File: src/rtl/mem_ctrl.sv
// Byte-serial memory controller: arbitrates IF fetches and MEM loads/stores onto one
// byte-wide RAM port, little-endian, with a one-cycle done pulse to the granted requester.
//
// state | meaning
// IDLE  | evaluate requests (MEM write > MEM read > IF read), latch the granted access
// RD    | issue read addresses addr+k, capture each byte one cycle later
// WR    | issue write addresses addr+k with byte k of the latched store data
// DONE  | done pulse to the owner, no grant evaluated this cycle
module mem_ctrl (
    input  logic        clk,
    input  logic        rst,
    input  logic        if_req_i,
    input  logic [31:0] if_addr_i,
    output logic        if_done_o,
    output logic [31:0] if_data_o,
    input  logic        mem_r_req_i,
    input  logic        mem_w_req_i,
    input  logic [31:0] mem_addr_i,
    input  logic [2:0]  mem_len_i,
    input  logic [31:0] mem_w_data_i,
    output logic        mem_done_o,
    output logic [31:0] mem_r_data_o,
    input  logic [7:0]  ram_din_i,
    output logic [7:0]  ram_dout_o,
    output logic [31:0] ram_a_o,
    output logic        ram_wr_o
);

    typedef enum logic [1:0] {
        S_IDLE,
        S_RD,
        S_WR,
        S_DONE
    } state_t;

    state_t      state_q, state_d;
    logic        owner_mem_q, owner_mem_d;
    logic [2:0]  cnt_q, cnt_d;
    logic [2:0]  len_q, len_d;
    logic [31:0] addr_q, addr_d;
    logic [31:0] wdata_q, wdata_d;
    logic [31:0] rbuf_q, rbuf_d;
    logic [31:0] if_data_q, if_data_d;
    logic [31:0] mem_rdata_q, mem_rdata_d;

    function automatic logic [2:0] len_decode(input logic [2:0] len);
        logic [2:0] n;
        case (len)
            3'd1:    n = 3'd1;
            3'd2:    n = 3'd2;
            default: n = 3'd4;
        endcase
        return n;
    endfunction

    always_ff @(posedge clk) begin
        if (rst) begin
            state_q     <= S_IDLE;
            owner_mem_q <= 1'b0;
            cnt_q       <= '0;
            len_q       <= '0;
            addr_q      <= '0;
            wdata_q     <= '0;
            rbuf_q      <= '0;
            if_data_q   <= '0;
            mem_rdata_q <= '0;
        end else begin
            state_q     <= state_d;
            owner_mem_q <= owner_mem_d;
            cnt_q       <= cnt_d;
            len_q       <= len_d;
            addr_q      <= addr_d;
            wdata_q     <= wdata_d;
            rbuf_q      <= rbuf_d;
            if_data_q   <= if_data_d;
            mem_rdata_q <= mem_rdata_d;
        end
    end

    always_comb begin
        state_d     = state_q;
        owner_mem_d = owner_mem_q;
        cnt_d       = cnt_q;
        len_d       = len_q;
        addr_d      = addr_q;
        wdata_d     = wdata_q;
        rbuf_d      = rbuf_q;
        if_data_d   = if_data_q;
        mem_rdata_d = mem_rdata_q;
        ram_a_o     = '0;
        ram_wr_o    = 1'b0;
        ram_dout_o  = '0;
        if_done_o   = 1'b0;
        mem_done_o  = 1'b0;

        case (state_q)
            S_IDLE: begin
                cnt_d  = '0;
                rbuf_d = '0;
                if (mem_w_req_i) begin
                    state_d     = S_WR;
                    owner_mem_d = 1'b1;
                    addr_d      = mem_addr_i;
                    len_d       = len_decode(mem_len_i);
                    wdata_d     = mem_w_data_i;
                end else if (mem_r_req_i) begin
                    state_d     = S_RD;
                    owner_mem_d = 1'b1;
                    addr_d      = mem_addr_i;
                    len_d       = len_decode(mem_len_i);
                end else if (if_req_i) begin
                    state_d     = S_RD;
                    owner_mem_d = 1'b0;
                    addr_d      = if_addr_i;
                    len_d       = 3'd4;
                end
            end

            S_RD: begin
                // RAM data lags its address by one cycle, so byte cnt-1 arrives now.
                case (cnt_q)
                    3'd1:    rbuf_d[7:0]   = ram_din_i;
                    3'd2:    rbuf_d[15:8]  = ram_din_i;
                    3'd3:    rbuf_d[23:16] = ram_din_i;
                    3'd4:    rbuf_d[31:24] = ram_din_i;
                    default: ;
                endcase
                if (cnt_q < len_q) begin
                    ram_a_o = addr_q + {29'b0, cnt_q};
                    cnt_d   = cnt_q + 3'd1;
                end
                if (!owner_mem_q && !if_req_i) begin
                    state_d = S_IDLE;
                end else if (cnt_q == len_q) begin
                    state_d = S_DONE;
                    if (owner_mem_q) begin
                        mem_rdata_d = rbuf_d;
                    end else begin
                        if_data_d = rbuf_d;
                    end
                end
            end

            S_WR: begin
                ram_a_o  = addr_q + {29'b0, cnt_q};
                ram_wr_o = 1'b1;
                case (cnt_q[1:0])
                    2'd0: ram_dout_o = wdata_q[7:0];
                    2'd1: ram_dout_o = wdata_q[15:8];
                    2'd2: ram_dout_o = wdata_q[23:16];
                    2'd3: ram_dout_o = wdata_q[31:24];
                endcase
                cnt_d = cnt_q + 3'd1;
                if (cnt_q == len_q - 3'd1) begin
                    state_d = S_DONE;
                end
            end

            S_DONE: begin
                if_done_o  = !owner_mem_q;
                mem_done_o = owner_mem_q;
                state_d    = S_IDLE;
            end

            default: state_d = S_IDLE;
        endcase
    end

    assign if_data_o    = if_data_q;
    assign mem_r_data_o = mem_rdata_q;

endmodule

File: config.mk
export PLATFORM = sky130hd
export DESIGN_NAME = mem_ctrl
export DESIGN_NICKNAME = d
export VERILOG_FILES = /design/src/rtl/mem_ctrl.sv
export SDC_FILE = /design/constraint.sdc
export NUM_CORES = 1
export LEC_CHECK = 0
export ABC_AREA = 1
export CAP_MARGIN = 20
export CORE_MARGIN = 2
export CORE_UTILIZATION = 49
export DETAILED_ROUTE_END_ITERATION = 12
export PLACE_DENSITY = 0.83
export SLEW_MARGIN = 15
export SYNTH_ARGS = -nofsm -noshare
export SYNTH_HDL_FRONTEND = slang
export SYNTH_SLANG_ARGS = --single-unit
export TNS_END_PERCENT = 100
File: constraint.sdc
create_clock -name clk -period 2.9 [get_ports clk]
set_clock_uncertainty 0.15 [all_clocks]
set_input_delay 0.58 -clock clk [delete_from_list [all_inputs] [get_ports clk]]
set_output_delay 0.58 -clock clk [all_outputs]
set_load 0.02 [all_outputs]
Yosys cells after proc, flatten, opt, wreduce, memory -nomap -nowiden

Index checks and enable logic that the tools add are counted.

Flip-flop bits (word level): 169
Word-level logic and storage cells: 78

$add $sub $neg: 3
Order comparisons: 1
Eq/ne operators: 18
Mux-type cells: 31
Bitwise logic cells: 2
Reduce and logical (&&, ||, !) cells: 14

Operator list:

| cell                                                | number |
|---|---|
| 2-to-1 mux 32 bit                                   | 4 |
| one-hot mux 32 bit (2 select lines)                 | 2 |
| 2-to-1 mux 8 bit                                    | 5 |
| adder 32 x 3 -> 32 bit                              | 1 |
| one-hot mux 8 bit (4 select lines)                  | 1 |
| 2-to-1 mux 2 bit                                    | 6 |
| 2-to-1 mux 3 bit                                    | 4 |
| equality test 3 x 2 -> 1 bit, second input constant | 3 |
| one-hot mux 3 bit (3 select lines)                  | 1 |
| equality test 2 bit, second input constant          | 4 |
| one-hot mux 2 bit (4 select lines)                  | 1 |
| AND reduction 4 bit                                 | 2 |
| equality test 3 x 1 -> 1 bit, second input constant | 2 |
| equality test 3 bit                                 | 2 |
| 2-to-1 mux 1 bit                                    | 6 |
| one-hot mux 3 bit (2 select lines)                  | 1 |
| AND reduction 2 bit                                 | 3 |
| nonzero test 3 bit                                  | 2 |
| equality test 2 x 1 -> 1 bit, second input constant | 2 |
| logical NOT 2 bit                                   | 2 |
| != test 2 bit, second input constant                | 2 |
| != test 4 bit, second input constant                | 1 |
| adder 3 x 1 -> 3 bit, second input constant         | 1 |
| equality test 3 bit, second input constant          | 1 |
| other kinds (8)                                     | 10 |

Longest topological paths before layout

Gate-level depths: netlist (run 1).

Depth after elaboration: 4
Depth in mapped cells: 12
Gate-level depth less buffers: 12

Worst setup path before layout (run 1)

Ideal clock, no wire load.

Path kind: register to output
Start: register cnt_q[1]
End: output port ram_a_o[18]
Arrival time: 1951 ps
Data required time: 2170 ps
Setup slack: 219 ps
Cell stages (with the launch flop): 12
Cell sequence: dfxtp_1 -> inv_1 -> fa_1 -> inv_1 -> nand2_1 -> nand2_1 -> nand3_1 -> nor2_4 -> nand2_1 -> nand2_1 -> nand2_1 -> nor2_1

Word-level cells in the longest chain between the ends: 3
Elaborated cells on any way between the ends: 4

Ends and longest elaborated chain:

| element                                                      | line          | RTL |
|---|---|---|
| from (decl)                                                  | 38            | `logic [2:0] cnt_q, cnt_d;` |
| from (signal assigned)                                       | 70            | `cnt_q <= cnt_d;` |
| adder 32 x 3 -> 32 bit or < comparator 3 bit (tied branches) | 129, 145, 128 |  |
| 2-to-1 mux 32 bit                                            | 128           | `if (cnt_q < len_q) begin` |
| one-hot mux 32 bit (2 select lines) *                        | 96            | `case (state_q)` |
| to (decl)                                                    | 25            | `output logic [31:0] ram_a_o,` |

Mark *: on every way between the ends. The rest lies on a longest branch, timed or not.

Final worst setup path (run 1)

Start: register cnt_q[0]
End: output port ram_a_o[30]

Same word-level chain as after synthesis.

==> results of run 1 <==
tightest hold or removal path: cells and delay by family, from the launching register on:
family             cells  cell delay, ns
AOI/OAI and AO/OA      1            0.05
DFF                    1            0.31
and+or+nand+nor        1            0.06
power by group through the flow:
stage                     clock network [uW]  logic [uW]  registers (uW)
after floorplan                            0        2300            3270
after global placement                     0        3750            3180
after detailed placement                   0        3820            3190
after CTS                               2350        3870            3160
after global routing                    2450        4560            3240
final                                   2340        4140            3190
flip-flops by register name, indices dropped and copies added (netlist names):
| name | flops |
|---|---|
| addr_q | 32 |
| cnt_q | 3 |
| if_data_o | 32 |
| len_q | 3 |
| mem_r_data_o | 32 |
| owner_mem_q | 1 |
| rbuf_q | 32 |
| state_q | 2 |
| wdata_q | 32 |
per-layer routing:
layer,up-vias,track usage (%)
met2,376,46.3
met5,-,0
met4,0,9.65
met3,63,5.41
li1,4453,-
met1,4101,34.0
worst paths after layout:
kind | end | from | slack (ns) | cells after the start
setup / recovery | ram_a_o[30] | cnt_q[0] | -0.22 | 14
hold / removal | rbuf_q[28] | rbuf_q[28] | 0.32 | 2
hold reg to reg | rbuf_q[28] | rbuf_q[28] | 0.32 | 2
setup reg to reg | if_data_o[26] | state_q[1] | 0.47 | 10
cell families after synthesis:
family	count (synthesis)	share of synthesized area [%]
DFF	169	40.4
xor gates and xnor gates	8	0.837
buffers and inverters	166	8.40
AOI/OAI and AO/OA	266	18.8
adders and majority gates	19	2.93
and+or+nand+nor	588	27.5
muxes	8	1.08
layout make-up:
type                    instances  share of cell area, %
clock inverters                13                   1.44
multi-input cells             889                   38.4
inverters                      98                   3.15
repair buffers                283                   22.6
flip-flops and latches        169                   28.5
clock buffers                  18                   3.60
well taps                     220                   2.31
layout by cell type (no fill, tap or decap), types with 11 or more instances in the layout:
| cell | n |
|---|---|
| buf_4 | 64 |
| buf_6 | 20 |
| nor2_2 | 15 |
| clkbuf_16 | 17 |
| ha_1 | 15 |
| inv_1 | 88 |
| a21oi_1 | 64 |
| o21ai_0 | 99 |
| a31oi_1 | 40 |
| nor2_4 | 11 |
| nand3_1 | 18 |
| clkdlybuf4s50_1 | 177 |
| a211oi_1 | 40 |
| dfxtp_1 | 163 |
| nor2_1 | 200 |
| nand2_1 | 313 |
metrics by stage:
stage                     std cells  TNS [ns]  area [um2]  utilization, %  setup slack (ns)
after floorplan                1224         0        8370               -             0.219
after global placement         1642     -2.27       10900            65.7            -0.249
after detailed placement       1642     -2.83       10900            65.7            -0.285
after CTS                      1679     -1.36       11600            69.8            -0.213
after global routing           1690     -3.54       11900            71.6            -0.305
final                          1690     -1.81       11900            71.6            -0.221
timing repair:
item,4_1_cts,5_1_grt
pin swaps,13,27
endpoints found under the hold margin,0,0
buffers inserted,6,12
setup endpoints to repair,40,40
gates resized for setup,200,75
hold buffers,0,0
==> reports/results.tsv, run 1 <==
stage	metric	value	unit
run_status	outcome	finished, violations left	
run_status	failing checks	setup timing	
placement	PortBufs	218	
power	Net Sw Frac	40.1	%
worst_hold_path	Hold WC Path Type	flop to flop	
job	maxcap violations	0	
power	power density cells	811	nW/um2
cts	H-tree Lvls	4	
setup_path	CP max-delay cell	fa_2	
grt	Remaining Overflow, GRT	0	
drt	met3 routed WL	1870	um
setup_path	Arrival @ worst endpoint	2.39	ns
grt	pin count of the biggest net entering global routing	70	
timing	Final Critical Period	3.12	ns
timing	Fmax	320	MHz
synth	post-synthesis sequential area ratio	40.4	%
layout	Nets	1589	
setup_path	CP endpoint kind	output pin	
floorplan	I/O Pins	219	
synth	top cell type by total area after synthesis	dfxtp_1	
placement	global placement routability congestion	0.923	
drt	Routed WL	25600	um
grt	initial antenna violation count	0	
drt	Vias/cell	5.32	
timing	Final setup violation count	13	
cts	clock sinks	169	
synth	syn_nets	1355	
drt	vias	8993	
synth	Synth async-reset ratio	0	%
layout	area of the multi-input gates	4580	um2
placement	DPL Wire Length	17600	um
drt	metal2 WL	12500	um
floorplan	core area	16600	um2
power	Reg power frac	33.0	%
synth	top-count cell post-synth	nand2_1	
power	P_int	5790	uW
timing	max_slew headroom	60.1	%
synth	list of most frequent post-synthesis cells	nand2_1 (323), nor2_1 (223), dfxtp_1 (169)	
drt	First-pass DRT Iterations	5	
drt	Iter 0 DRT Violations	803	
timing	RSZ-0062 raised after global routing	yes	
drt	Post-route DRC	0	
floorplan	Die X	135	um
synth	cell area after synthesis	8370	um2
layout	Fill cells	1357	
power	maximum vdd drop	0.615	mV
synth	number of enable flip-flop cells after synthesis	0	
timing	Final WS setup	-0.221	ns
power	switching pwr	3880	uW
floorplan	die height	135	um
timing	Slew Limit Fails	0	
layout	share of cells above drive strength 1	14.9	%
synth	Distinct cells, synth	34	
layout	Sequential Area	3390	um2
timing	Fin. Hold Viols	0	
setup_path	CP Max Fanout	5	
cts	Clock Tree Buf Depth	2	
power	Leakage	0.00476	uW
synth	Synth Flop Type	dfxtp_1	
drt	WL met1	10600	um
timing	crit share post-route	108	%
drt	WL/cell	15.2	um
floorplan	Core Rows	47	
power	Comb pwr share	42.8	%
synth	top area cells in the synthesized netlist	dfxtp_1 (40%), nand2_1 (14%), nor2_1 (10%), o21ai_0 (5.9%), inv_1 (4.3%)	
setup_path	Worst Path Buf+Inv	5	
drt	DRT antenna net count	0	
synth	Gate Count Post-Synth	1224	
cts	CTS Buf Count	17	
timing	worst-margin pin slew	0.598	ns
power	clock network power share	24.2	%
drt	top layer in use	met4	
setup_path	WS Path Type	flop to output pin	
cts	Clk pin slew, worst setup/hold paths	0.07	ns
synth	Avg Inst Size Synth	6.84	um2
cts	CTS tree	yes	
setup_path	critical-path cell list	buf_6, ha_4, inv_2, fa_2, inv_4, nand2_4, nand2_4, nand3_4, nor2_4, buf_4, nand3_1, nor2_1, nor2_1, buf_2	
setup_path	Worst path top cell family by delay	simple AND/OR/NAND/NOR gates	
synth	Yosys Warn Count	0	
cts	Worst-Skew Late Latency	0.43	ns
grt	vias in the first global route	8174	
floorplan	Initial Util	50.3	%
setup_path	worst path required time	2.17	ns
cts	clock root buffer	clkbuf_16	
layout	Ant. Diodes	0	
grt	GRT Total Usage	27.1	%
timing	hold slack	0.316	ns
synth	Synth top area share	40.4	%
power	Final Total Pwr	9670	uW
setup_path	nature of the critical path startpoint	flop	
floorplan	die area	18100	um2
synth	flops & latches, synth	169	
grt	first-pass GRT wire length	39600	um
layout	Area Overhead vs Synth	42.4	%
setup_path	Worst path max stage delay	0.35	ns
Note: power is estimated with default switching activity, not from simulation.
==> run 2: changes to the inputs <==
Settings changed: REMOVE_ABC_BUFFERS set to 1, SLEW_MARGIN 15 to not set.
==> run 2 against run 1 <==
  * Register-to-register slack got worse by 0.11 ns
  * The run still ends with setup timing left
  * First-iteration DRC count increased by 13%
  * Global-route usage decreased by 0.095 points
  * Core utilization decreased by 0.50 points
  * Final area decreased by 0.70%
  * Final cell count decreased by 0.30%
  * Non-clock buffer count decreased by 5
  * Wire length decreased by 2.2%
  * Via count decreased by 0.87%
  * Count of clock-buffer cells in the layout increased by 1
  * Sequential share of layout area increased by 0.21 points
==> reports/results.tsv, run 2 (same netlist as run 1, synthesis figures left out) <==
stage	metric	value	unit	change
run_status	outcome	finished, violations left		unchanged
run_status	failing checks	setup timing		unchanged
timing	Final WS setup	-0.161	ns	was -0.221 ns
timing	RSZ-0062 raised after global routing	yes		unchanged
timing	Fmax	327	MHz	was 320 MHz
timing	Final setup violation count	17		was 13
placement	PortBufs	218		unchanged
job	maxcap violations	0		unchanged
cts	H-tree Lvls	4		unchanged
drt	First-pass DRT Iterations	6		was 5
layout	Nets	1584		was 1589
floorplan	Initial Util	50.3	%	unchanged
drt	Vias/cell	5.29		was 5.32
drt	WL/cell	14.9	um	was 15.2 um
floorplan	die height	135	um	unchanged
placement	placed insts	1640		was 1642
placement	DPL Wire Length	17000	um	was 17600 um
layout	commonest non-fill, non-tap cell in the layout	nand2_1		unchanged
cts	Worst-Skew Late Latency	0.43	ns	about the same
drt	Iter 0 DRT Violations	908		was 803
placement	global placement routability congestion	0.985		was 0.923
power	maximum vdd drop	0.528	mV	was 0.615 mV
floorplan	core area	16600	um2	unchanged
grt	first-pass GRT wire length	39600	um	about the same
floorplan	Core Rows	47		unchanged
timing	Final Critical Period	3.06	ns	was 3.12 ns
setup_path	WS Path Type	flop to output pin		unchanged
layout	Ant. Diodes	0		unchanged
power	Leakage	0.00471	uW	was 0.00476 uW
setup_path	Arrival @ worst endpoint	2.33	ns	was 2.39 ns
worst_hold_path	Hold WC Path Type	flop to flop		unchanged
grt	GRT Total Usage	27.0	%	was 27.1%
grt	pin count of the biggest net entering global routing	80		was 70
layout	share of cells above drive strength 1	14.3	%	was 14.9%
layout	commonest cells after routing, fill and taps aside	nand2_1 (314), nor2_1 (206), clkdlybuf4s50_1 (177), dfxtp_1 (162), o21ai_0 (99)		was nand2_1 (313), nor2_1 (200), clkdlybuf4s50_1 (177), dfxtp_1 (163), o21ai_0 (99)
placement	dpl cell area	10900	um2	about the same
drt	DRT antenna net count	0		unchanged
floorplan	Die X	135	um	unchanged
timing	worst-margin pin slew	0.695	ns	was 0.598 ns
timing	Fin. Hold Viols	0		unchanged
setup_path	CP Max Fanout	3		was 5
grt	vias in the first global route	8355		was 8174
grt	initial antenna violation count	0		unchanged
timing	Slew Limit Fails	0		unchanged
drt	vias	8915		was 8993
setup_path	nature of the critical path startpoint	flop		unchanged
power	power density cells	817	nW/um2	was 811 nW/um2
cts	hold buffer count at cts	0		unchanged
drt	Routed WL	25100	um	was 25600 um
cts	Clk pin slew, worst setup/hold paths	0.07	ns	about the same
cts	CTS Buf Count	17		unchanged
grt	Remaining Overflow, GRT	0		unchanged
layout	Area Overhead vs Synth	41.4	%	was 42.4%
power	Final Total Pwr	9670	uW	about the same
timing	crit share post-route	106	%	was 108%
layout	Non-Filler Instances	1685		was 1690
cts	Clock Tree Buf Depth	2		unchanged
layout	Design Area, Final	11800	um2	was 11900 um2
cts	clock sinks	169		unchanged
cts	CTS tree	yes		unchanged
drt	Post-route DRC	0		unchanged
floorplan	die area	18100	um2	unchanged
setup_path	worst path required time	2.17	ns	about the same
cts	clock root buffer	clkbuf_16		unchanged
floorplan	I/O Pins	219		unchanged
timing	max_slew headroom	53.6	%	was 60.1%
setup_path	CP endpoint kind	output pin		unchanged
## run 2: layer usage
metal / vias to the layer above / GRT usage [%] / routed length, um
met5: - / 0 / 0
met1: 4045 / 34.1 / 10800
li1: 4437 / - / -
met2: 363 / 44.6 / 11700
met3: 70 / 5.74 / 1760
met4: 0 / 11.6 / 796
## run 2: path summary, 6_finish.rpt
| kind | startpoint | slack (ns) | cells after the start | to |
|---|---|---|---|---|
| min | rbuf_q[29] | 0.31 | 2 | rbuf_q[29] |
| max | cnt_q[0] | -0.16 | 13 | ram_a_o[10] |
| max reg2reg | cnt_q[1] | 0.36 | 8 | rbuf_q[1] |
| min reg2reg | rbuf_q[29] | 0.31 | 2 | rbuf_q[29] |
## run 2: cell type report
class	instances	area, um2
fill	1363	4810
clock buffer	19	443
tap	220	275
multi-input combinational	889	4560
clock inverter	12	141
timing repair buffer	278	2650
inverter	98	373
sequential	169	3390
## run 2: metrics by stage
step | setup TNS (ns) | setup WS [ns] | hold slack, ns | utilization, %
after floorplan | -28.32 | -1.12 | 0.287 | -
after global placement | -2.46 | -0.222 | 0.300 | 65.6
after detailed placement | -3.83 | -0.327 | 0.305 | 65.6
after CTS | -1.00 | -0.125 | 0.316 | 69.7
after global routing | -3.21 | -0.249 | 0.333 | 71.1
final | -1.24 | -0.161 | 0.313 | 71.1
## run 2: repair_timing
item / CTS / global route
gates resized for setup: 197 / 64
pin swaps: 12 / 12
cloned: 0 / 1
setup endpoints to repair: 40 / 38
setup buffers: 7 / 7
## run 2: worst max-delay path: stages, from the launching register on
cell and delay (ns):
dfxtp_2 0.35, ha_4 0.14, inv_2 0.04, fa_2 0.33
inv_2 0.09, nand2_2 0.07, nand2_2 0.09, nand3_4 0.11
nor2_4 0.13, buf_4 0.12, buf_6 0.10, xnor2_2 0.07
nor2_2 0.14, buf_6 0.14
## run 2: where the power goes
group	switching, uW	internal (uW)	total [uW]
Sequential	351	2810	3160
Combinational	2570	1680	4250
Clock	963	1300	2260
